File: config.mk
export PLATFORM = sky130hd
export DESIGN_NAME = glb_core_pcfg_switch
export DESIGN_NICKNAME = d
export VERILOG_FILES = /design/src/rtl/glb_core_pcfg_switch.sv
export SDC_FILE = /design/constraint.sdc
export NUM_CORES = 1
export LEC_CHECK = 0
export ABC_AREA = 1
export CAP_MARGIN = 5
export CORE_ASPECT_RATIO = 0.9
export CORE_MARGIN = 3
export CORE_UTILIZATION = 52
export DETAILED_ROUTE_END_ITERATION = 8
export GPL_TIMING_DRIVEN = 0
export PLACE_DENSITY = 0.9
export RECOVER_POWER = 100
export SLEW_MARGIN = 20
export SYNTH_ARGS = -nofsm -noshare
export SYNTH_HDL_FRONTEND = slang
export SYNTH_SLANG_ARGS = --single-unit
File: constraint.sdc
create_clock -name clk -period 5.05 [get_ports clk]
set_clock_uncertainty 0.15 [all_clocks]
set_input_delay 0.7575 -clock clk [delete_from_list [all_inputs] [get_ports clk]]
set_output_delay 0.7575 -clock clk [all_outputs]
set_load 0.05 [all_outputs]
File: src/rtl/glb_core_pcfg_switch.sv
// Parallel-config stream switch: picks local DMA or west chain, forwards east (1-cycle), buffers to CGRA columns.
// Optional column filter for local delivery: define GLB_PCFG_COL_FILTER_EN.
package glb_pcfg_pkg;
    localparam int CFG_ADDR_WIDTH = 32;
    localparam int CFG_DATA_WIDTH = 32;

    typedef struct packed {
        logic                      cfg_rd_en;
        logic                      cfg_wr_en;
        logic [CFG_ADDR_WIDTH-1:0] cfg_addr;
        logic [CFG_DATA_WIDTH-1:0] cfg_data;
    } cgra_cfg_t;

    typedef struct packed {
        logic [CFG_ADDR_WIDTH-1:0] cfg_addr;
        logic [CFG_DATA_WIDTH-1:0] cfg_data;
    } cfg_payload_t;
endpackage

module glb_core_pcfg_switch
    import glb_pcfg_pkg::*;
#(
    parameter int TILE_SEL_ADDR_WIDTH = 5,
    parameter int FIFO_DEPTH          = 4,
    parameter int COL_LSB             = 8,
    parameter int COL_WIDTH           = 8,
    parameter int COLS_PER_TILE       = 2
) (
    input  logic                           clk,
    input  logic                           reset,
    input  logic [TILE_SEL_ADDR_WIDTH-1:0] glb_tile_id,
    input  logic                           cfg_pc_dma_mode,
    input  cgra_cfg_t                      cgra_cfg_c2sw,
    input  cgra_cfg_t                      cgra_cfg_wsti,
    output cgra_cfg_t                      cgra_cfg_esto,
    output cgra_cfg_t                      cgra_cfg_g2f,
    input  logic                           cgra_cfg_stall,
    output logic                           pcfg_busy,
    output logic                           pcfg_overflow,
    input  logic                           pcfg_overflow_clr
);

    localparam int PTR_W = $clog2(FIFO_DEPTH);
    localparam int CNT_W = PTR_W + 1;

    cgra_cfg_t          w_src;
    cgra_cfg_t          w_sel;
    logic               w_local;
    logic               w_push;
    logic               w_pop;
    logic               w_full;
    logic               w_empty;
    logic               w_wr;
    logic               w_drop;
    logic               w_unused;

    cgra_cfg_t          r_esto;
    cgra_cfg_t          r_g2f;
    cfg_payload_t       r_mem [FIFO_DEPTH];
    logic [PTR_W-1:0]   r_wr_ptr;
    logic [PTR_W-1:0]   r_rd_ptr;
    logic [CNT_W-1:0]   r_count;
    logic               r_overflow;

    // NOTE: every always_comb output gets a default first so no path leaves it unassigned (no latch).
    always_comb begin
        w_src = cfg_pc_dma_mode ? cgra_cfg_c2sw : cgra_cfg_wsti;
        w_sel = '0;
        if (w_src.cfg_wr_en) begin
            w_sel.cfg_wr_en = 1'b1;
            w_sel.cfg_addr  = w_src.cfg_addr;
            w_sel.cfg_data  = w_src.cfg_data;
        end
    end

`ifdef GLB_PCFG_COL_FILTER_EN
    localparam int COL_SHIFT = $clog2(COLS_PER_TILE);
    logic [COL_WIDTH-1:0] w_col;
    assign w_col    = w_sel.cfg_addr[COL_LSB +: COL_WIDTH];
    assign w_local  = (32'(w_col >> COL_SHIFT) == 32'(glb_tile_id));
    assign w_unused = w_src.cfg_rd_en;
`else
    assign w_local  = 1'b1;
    assign w_unused = ^{w_src.cfg_rd_en, glb_tile_id};
`endif

    assign w_full  = (r_count == CNT_W'(FIFO_DEPTH));
    assign w_empty = (r_count == '0);
    assign w_pop   = ~w_empty & ~cgra_cfg_stall;
    assign w_push  = w_sel.cfg_wr_en & w_local;
    // A simultaneous pop frees the slot a push into a full buffer needs.
    assign w_wr    = w_push & (~w_full | w_pop);
    assign w_drop  = w_push & w_full & ~w_pop;

    // NOTE: state registers use non-blocking assignments so all flops update from pre-edge values.
    always_ff @(posedge clk or posedge reset) begin
        if (reset) begin
            r_esto     <= '0;
            r_g2f      <= '0;
            r_wr_ptr   <= '0;
            r_rd_ptr   <= '0;
            r_count    <= '0;
            r_overflow <= 1'b0;
        end else begin
            r_esto <= w_sel;

            r_g2f <= '0;
            if (w_pop) begin
                r_g2f.cfg_wr_en <= 1'b1;
                r_g2f.cfg_addr  <= r_mem[r_rd_ptr].cfg_addr;
                r_g2f.cfg_data  <= r_mem[r_rd_ptr].cfg_data;
                r_rd_ptr        <= r_rd_ptr + 1'b1;
            end

            if (w_wr) begin
                r_wr_ptr <= r_wr_ptr + 1'b1;
            end

            case ({w_wr, w_pop})
                2'b10:   r_count <= r_count + 1'b1;
                2'b01:   r_count <= r_count - 1'b1;
                default: r_count <= r_count;
            endcase

            if (w_drop) begin
                r_overflow <= 1'b1;
            end else if (pcfg_overflow_clr) begin
                r_overflow <= 1'b0;
            end
        end
    end

    // NOTE: buffer storage has no reset; validity is tracked by the reset count and pointers.
    always_ff @(posedge clk) begin
        if (w_wr) begin
            r_mem[r_wr_ptr] <= '{cfg_addr: w_sel.cfg_addr, cfg_data: w_sel.cfg_data};
        end
    end

    assign cgra_cfg_esto = r_esto;
    assign cgra_cfg_g2f  = r_g2f;
    assign pcfg_busy     = (r_count != '0) | r_esto.cfg_wr_en;
    assign pcfg_overflow = r_overflow;

endmodule

==> results of run 1 <==
## worst reg2reg max path: stages, from the launching register on
cell and delay [ns]:
dfrtp_1 0.41, nor2_1 0.10, nand3_1 0.14, nand2_1 0.26, nor2_4 0.55, buf_16 0.23, clkbuf_1 0.87
## area by class of cell
type,count,area (um2)
clock inverters,22,192.7
multi-input cells,616,3128
plain buffers,64,334.1
well taps,360,450.4
flip-flops and latches,394,11140
fillers,1813,8517
inverters,82,309.0
repair buffers,279,2934
clock buffers,50,1079
## cells by family after synthesis
group,share of synthesized area
xor+xnor,0.001759
fa+ha+maj,0.004690
other cells,0.0002510
compound gates,0.06632
mux,0.04823
buf+inv,0.04606
simple gates,0.08709
flops,0.7456
## Yosys cell counts (all sizes together)
master,instances
nor2,266
edfxtp,256
dfrtp,138
o21ai,129
inv,82
nand2,75
a21oi,67
mux2,64
buf,50
clkbuf,14
ha,4
nand3,3
xor2,3
conb,1
fa,1
o22ai,1
or2,1
## per-layer routing
layer / global-route usage / up-vias / share of wire
met1: 0.3042 / 4968 / 0.37
met2: 0.4249 / 554 / 0.52
li1: - / 4537 / -
met4: 0.09361 / 0 / 0.030
met3: 0.05045 / 96 / 0.082
met5: 0 / - / 0
## state kept, by name, summed over array words and instances (netlist names)
register and cells:
r_rd_ptr 2, r_count 3, r_wr_ptr 2, cgra_cfg_g2f 65, cgra_cfg_esto 65, pcfg_overflow 1, r_mem 256
## final timing paths
check | from | end | slack, ns | cells past startpoint
setup reg to reg | r_count[0]$_DFFE_PP0P_ | r_mem[1][37]$_DFFE_PP_ | 1.94 | 6
hold / removal | r_mem[3][33]$_DFFE_PP_ | cgra_cfg_g2f[33]$_DFF_PP0_ | 0.37 | 2
max in group asynchronous | reset | cgra_cfg_g2f[8]$_DFF_PP0_ | 2.18 | 3
setup / recovery | cgra_cfg_wsti[64] | r_mem[1][37]$_DFFE_PP_ | 1.15 | 7
min in group asynchronous | reset | cgra_cfg_esto[33]$_DFF_PP0_ | 1.30 | 2
hold reg to reg | r_mem[3][33]$_DFFE_PP_ | cgra_cfg_g2f[33]$_DFF_PP0_ | 0.37 | 2
## power by group through the flow
| stage | clock network, uW | registers [uW] | logic, uW |
|---|---|---|---|
| 6_report | 2840 | 4350 | 3870 |
| 5_1_grt | 3000 | 4390 | 4150 |
| 3_5_place_dp | 0 | 4400 | 3980 |
| 2_1_floorplan | 0 | 5350 | 1500 |
| 4_1_cts | 2870 | 4350 | 4030 |
| 3_3_place_gp | 0 | 4440 | 3680 |
## through the flow
| stage | util | cells | cell area (um2) | hold slack (ns) | power [uW] |
|---|---|---|---|---|---|
| after floorplan | - | 1156 | 14950 | 0.3138 | 6856 |
| after global placement | 0.6430 | 1782 | 18060 | 0.3300 | 8121 |
| after detailed placement | 0.6566 | 1795 | 18440 | 0.3606 | 8379 |
| after CTS | 0.7018 | 1867 | 19710 | 0.3751 | 11250 |
| after global routing | 0.6967 | 1867 | 19570 | 0.3879 | 11550 |
| final | 0.6967 | 1867 | 19570 | 0.3718 | 11060 |
==> run summary, run 1 <==
residual DRC count - 0
total CTS buffers - 39
clock tree from TritonCTS - built
Die Span Y - 166.8 um
maximum cell stage delay along the critical path - 0.86 ns
DR WL/cell - 20.59 um
setup repair after global routing missed its margin - false
sinks on the clock net - 394
layout overhead on the synthesized area - 30.96%
number of antenna violations at the first check in global routing - 0
maximum buffer depth of the clock tree - 3
kind of launch point of the worst setup path - input port
ratio of routed vias to standard cells - 5.439
number of cells upsized or downsized after cts - 0
path type of the worst setup path - input port to flip-flop
sequential group share of total power - 0.393
nature of the critical path endpoint - flip-flop
largest vdd supply drop - 0.3244 mV
Setup violations, final - 0
Vias - 10155
hpwl dp - 24.47 mm
Internal Pwr Total - 6937 uW
vias in the first global route - 10833
synth unique cells - 22
Starting DRT DRC Count - 1042
data arrival time of the worst path - 3.88 ns
Min Clock Period, post-route - 3.899 ns
static leakage - 0.008162 uW
failing checks - capacitance limit, slew limit
clock latency on the worst-skew pair - 0.53 ns
Port Buf Inserts - 266
buffer and inverter count on the worst path - 4
number of nets at the end of the flow - 1623
max-cap viol count - 1
root buffer cell - clkbuf_16
Comb power frac - 0.350
Critical Path Fanout Max - 17
pre-CTS setup slack - 1.569 ns
final number of max-transition violations - 56
area share of the largest cell type after synthesis - 0.5145
net load switching power - 4120 uW
number of buffers added to fix hold violations after cts - 0
required time at the endpoint of the critical path - 5.04 ns
number of antenna-violating nets in the routed design - 0
H-Tree Depth - 2
most common cell after layout, fill and taps aside - nor2_1
largest net degree at the start of global routing - 84
starting density of the core - 0.5320
total gr overflow - 0
maximum clock frequency - 256.5 MHz
Setup Total Neg Slack - 0 ns
last weighted congestion value of the routability-driven placer - 0.8227
final WL - 38.45 mm
flop and latch count out of synthesis - 394
number of placement rows - 58
switching power share of the total - 0.3726
type of the tightest min-delay check - flip-flop to flip-flop
worst slew pin tran - 2.646 ns
CP Cell Sequence - dlygate4sd3_1 > inv_1 > o21ai_0 > nand2_1 > nor2_4 > buf_16 > clkbuf_1
Clock power frac - 0.257
DIE WIDTH - 184.7 um
Syn. warnings - 0
largest cells by area after synthesis - edfxtp_1 51%, dfrtp_1 23%, nor2_1 6.7%
critical path's top delay family - buffers and inverters
n_diodes - 0
library cell with the largest summed area after synthesis - edfxtp_1
total setup buffers inserted after CTS - 0
cell area after synthesis - 14940 um2
total power divided by cell area - 565.1 nW/um2
total routing resource utilization after global routing - 0.2452
final number of hold-violating endpoints - 0
setup ws final - 1.151 ns
CP max-delay cell - clkbuf_1
die outline area - 30810 um2
Core Area - 28080 um2
wire length of the first global-routing pass - 58.39 mm
per-instance average area after synthesis - 12.94 um2
number of iterations in the first detailed-routing pass - 5
worst max-slew margin expressed relative to the limit - -0.7735
number of I/O pins - 276
ratio of cells with drive above 1 in the final layout - 0.1168
Cells after Synth - 1155
period utilization - 0.7721
post-synthesis sequential area ratio - 0.7456
Clock Pin Slew Worst Setup and Hold Paths - 0.06 ns
result of the run - complete, but fails checks
top library cells by usage in the layout, fill and taps aside - 264 x nor2_1, 256 x edfxtp_1, 138 x dfrtp_1, 135 x dlygate4sd3_1, 131 x clkdlybuf4s50_1
No activity file was read; power rests on OpenSTA's default activity.
==> run 2: changes to the inputs <==
--- a/config.mk
+++ b/config.mk
@@ -9,10 +9,10 @@
 export CAP_MARGIN = 5
 export CORE_ASPECT_RATIO = 0.9
 export CORE_MARGIN = 3
-export CORE_UTILIZATION = 52
+export CORE_UTILIZATION = 47
 export DETAILED_ROUTE_END_ITERATION = 8
 export GPL_TIMING_DRIVEN = 0
-export PLACE_DENSITY = 0.9
+export PLACE_DENSITY = 0.87
 export RECOVER_POWER = 100
 export SLEW_MARGIN = 20
 export SYNTH_ARGS = -nofsm -noshare
==> constraint.sdc (replaced) <==
create_clock -name clk -period 3.2 [get_ports clk]
set_clock_uncertainty 0.15 [all_clocks]
set_input_delay 0.48 -clock clk [delete_from_list [all_inputs] [get_ports clk]]
set_output_delay 0.48 -clock clk [all_outputs]
set_load 0.05 [all_outputs]
==> run 2 against run 1 <==
The run still ends with capacitance limit, slew limit left; worst setup slack got worse by 0.82 ns; largest cell class unchanged; via count is 1.9% lower; die area grew 10%; core utilization shrank 6.4 points; hold slack got worse by 0.017 ns; critical path depth is 3 lower; sequential power is 57% higher; highest routed layer unchanged; global-route usage down 2.5 points; routed wire length fell by 1.6%.
==> run summary, run 2 (synthesis results as in run 1) <==
result of the run - complete, but fails checks
failing checks - capacitance limit, slew limit
number of iterations in the first detailed-routing pass - 5 (unchanged)
hpwl dp - 24.81 mm (+1.4%)
residual DRC count - 0 (unchanged)
largest net degree at the start of global routing - 35 (-58%)
maximum buffer depth of the clock tree - 3 (unchanged)
flip-flop count of the largest register, all copies and words added - 256 (unchanged)
Util after Layout - 0.6327 (-0.06407)
nature of the critical path endpoint - output pin
maximum cell stage delay along the critical path - 0.76 ns (-0.10 ns)
worst r2r src - r_count[0]$_DFFE_PP0P_
number of antenna-violating nets in the routed design - 0 (unchanged)
n_diodes - 0 (unchanged)
CP Cell Sequence - nor2_1 > nand2_1 > or2_2 > dlygate4sd3_1
setup ws final - 0.3263 ns (-0.8246 ns)
crit path to - pcfg_busy
Starting DRT DRC Count - 890 (-15%)
DR WL/cell - 19.70 um (-4.3%)
Worst Hold Slack - 0.3547 ns (-0.01705 ns)
maximum clock frequency - 348.0 MHz
setup repair after global routing missed its margin - false
sinks on the clock net - 394 (unchanged)
starting density of the core - 0.4798 (-0.05220)
setup slack of the most critical reg-to-reg path - 0.79 ns (-1.15 ns)
total gr overflow - 0 (unchanged)
Placed Cells incl. Taps - 1848 (+3.0%)
fill cell count - 2273 (+25%)
number of placement rows - 61 (+5.2%)
DIE WIDTH - 193.9 um (+5.0%)
number of nets at the end of the flow - 1628 (+0.31%)
Vias - 9958 (-1.9%)
required time at the endpoint of the critical path - 2.57 ns (-2.47 ns)
last weighted congestion value of the routability-driven placer - 0.7424 (-9.8%)
die outline area - 33970 um2 (+10%)
period utilization - 0.8980
post-layout instance count excluding filler cells - 1920 (+2.8%)
static leakage - 0.008211 uW (+0.60%)
start point of the critical path - r_count[1]$_DFFE_PP0P_
Min Clock Period, post-route - 2.874 ns
most common cell after layout, fill and taps aside - nor2_1
worst slew pin tran - 1.604 ns (-1.042 ns)
Clock Pin Slew Worst Setup and Hold Paths - 0.06 ns (about the same)
clock latency on the worst-skew pair - 0.51 ns (-0.02 ns)
Setup Total Neg Slack - 0 ns (unchanged)
largest vdd supply drop - 0.5267 mV (+62%)
type of the tightest min-delay check - flip-flop to flip-flop
max-cap viol count - 1 (unchanged)
total power divided by cell area - 890.7 nW/um2 (+58%)
ratio of cells with drive above 1 in the final layout - 0.1218 (+0.004985)
final number of hold-violating endpoints - 0 (unchanged)
H-Tree Depth - 2 (unchanged)
total routing resource utilization after global routing - 0.2204 (-0.02480)
clock tree from TritonCTS - built
worst max-slew margin expressed relative to the limit - -0.06938 (+0.7042)
root buffer cell - clkbuf_16
layout overhead on the synthesized area - 31.85%
Core Area - 31140 um2 (+11%)
number of antenna violations at the first check in global routing - 0 (unchanged)
Die Span Y - 175.2 um (+5.0%)
total setup buffers inserted after CTS - 0 (unchanged)
register with the most flip-flops - r_mem
ratio of routed vias to standard cells - 5.186 (-4.6%)
Port Buf Inserts - 266 (unchanged)
pre-CTS setup slack - 0.1629 ns (-1.406 ns)
Critical Path Fanout Max - 3 (-14)
path type of the worst setup path - flip-flop to output pin
number of I/O pins - 276 (unchanged)
data arrival time of the worst path - 2.24 ns (-1.64 ns)
CP max-delay cell - dlygate4sd3_1
worst r2r dst - r_mem[0][36]$_DFFE_PP_
vias in the first global route - 10358 (-4.4%)
wire length of the first global-routing pass - 58.18 mm (-0.35%)
Setup violations, final - 0 (unchanged)
final number of max-transition violations - 35 (-38%)
Worst Reg2Reg Path Length in Cells - 6 (unchanged)
kind of launch point of the worst setup path - flip-flop
number of buffers added to fix hold violations after cts - 0 (unchanged)
total CTS buffers - 40 (+2.6%)
final WL - 37.83 mm (-1.6%)
number of cells upsized or downsized after cts - 0 (unchanged)
top library cells by usage in the layout, fill and taps aside - 262 x nor2_1, 256 x edfxtp_1, 138 x dfrtp_1, 134 x dlygate4sd3_1, 132 x clkdlybuf4s50_1
[run 2: cell types whose count changed in the layout (fill, tap and decap cells not counted), moves of 3 or more]
| cell | change |
|---|---|
| clkinv_2 | -3 |
| clkbuf_1 | -6 |
| clkinv_1 | +3 |
| clkbuf_4 | +5 |
| buf_4 | +6 |
[run 2: critical path: cells and delay by family, from the launching register on]
family,cells,cell delay [ns]
buf+inv,1,0.76
simple gates,3,0.57
flops,1,0.40
[run 2: layout make-up]
cell class                 count  area (um2)  share of cell area
buffer                        64       354.1             0.01797
clock inverter                21       187.7            0.009526
timing repair buffer         283        2930              0.1487
tap                          409       511.7             0.02597
sequential                   394       11140              0.5655
clock buffer                  51        1125             0.05709
multi-input combinational    616        3143              0.1595
inverter                      82       309.0             0.01569
[run 2: worst min-delay path by stage]
| stage | from | end | slack (ns) | cells past startpoint |
|---|---|---|---|---|
| floorplan | r_count[0]$_DFFE_PP0P_ | r_count[0]$_DFFE_PP0P_ | 0.31 | 1 |
| global placement | r_count[0]$_DFFE_PP0P_ | r_count[0]$_DFFE_PP0P_ | 0.33 | 1 |
| detailed placement | r_count[0]$_DFFE_PP0P_ | r_count[0]$_DFFE_PP0P_ | 0.34 | 1 |
| CTS | reset | cgra_cfg_g2f[34]$_DFF_PP0_ | 0.19 | 2 |
| global route | r_count[0]$_DFFE_PP0P_ | r_count[0]$_DFFE_PP0P_ | 0.39 | 1 |
| finish | r_count[0]$_DFFE_PP0P_ | r_count[0]$_DFFE_PP0P_ | 0.35 | 1 |
[run 2: through the flow]
stage	power (uW)	cell area [um2]
global placement	12870	18120
finish	17550	19700
CTS	17910	19880
floorplan	10820	14950
global route	18350	19700
detailed placement	13250	18570
[run 2: layer usage]
layer,track usage,wire length [um],up-vias
met4,0.06312,950,0
met1,0.2801,14810,4865
met5,0,0,-
li1,-,-,4547
met3,0.04569,2892,64
met2,0.3871,19180,482
[run 2: power breakdown]
| part | switching, uW | total (uW) | internal [uW] |
|---|---|---|---|
| combinational | 4300 | 6110 | 1810 |
| clock | 1870 | 4610 | 2730 |
| sequential | 273 | 6830 | 6560 |
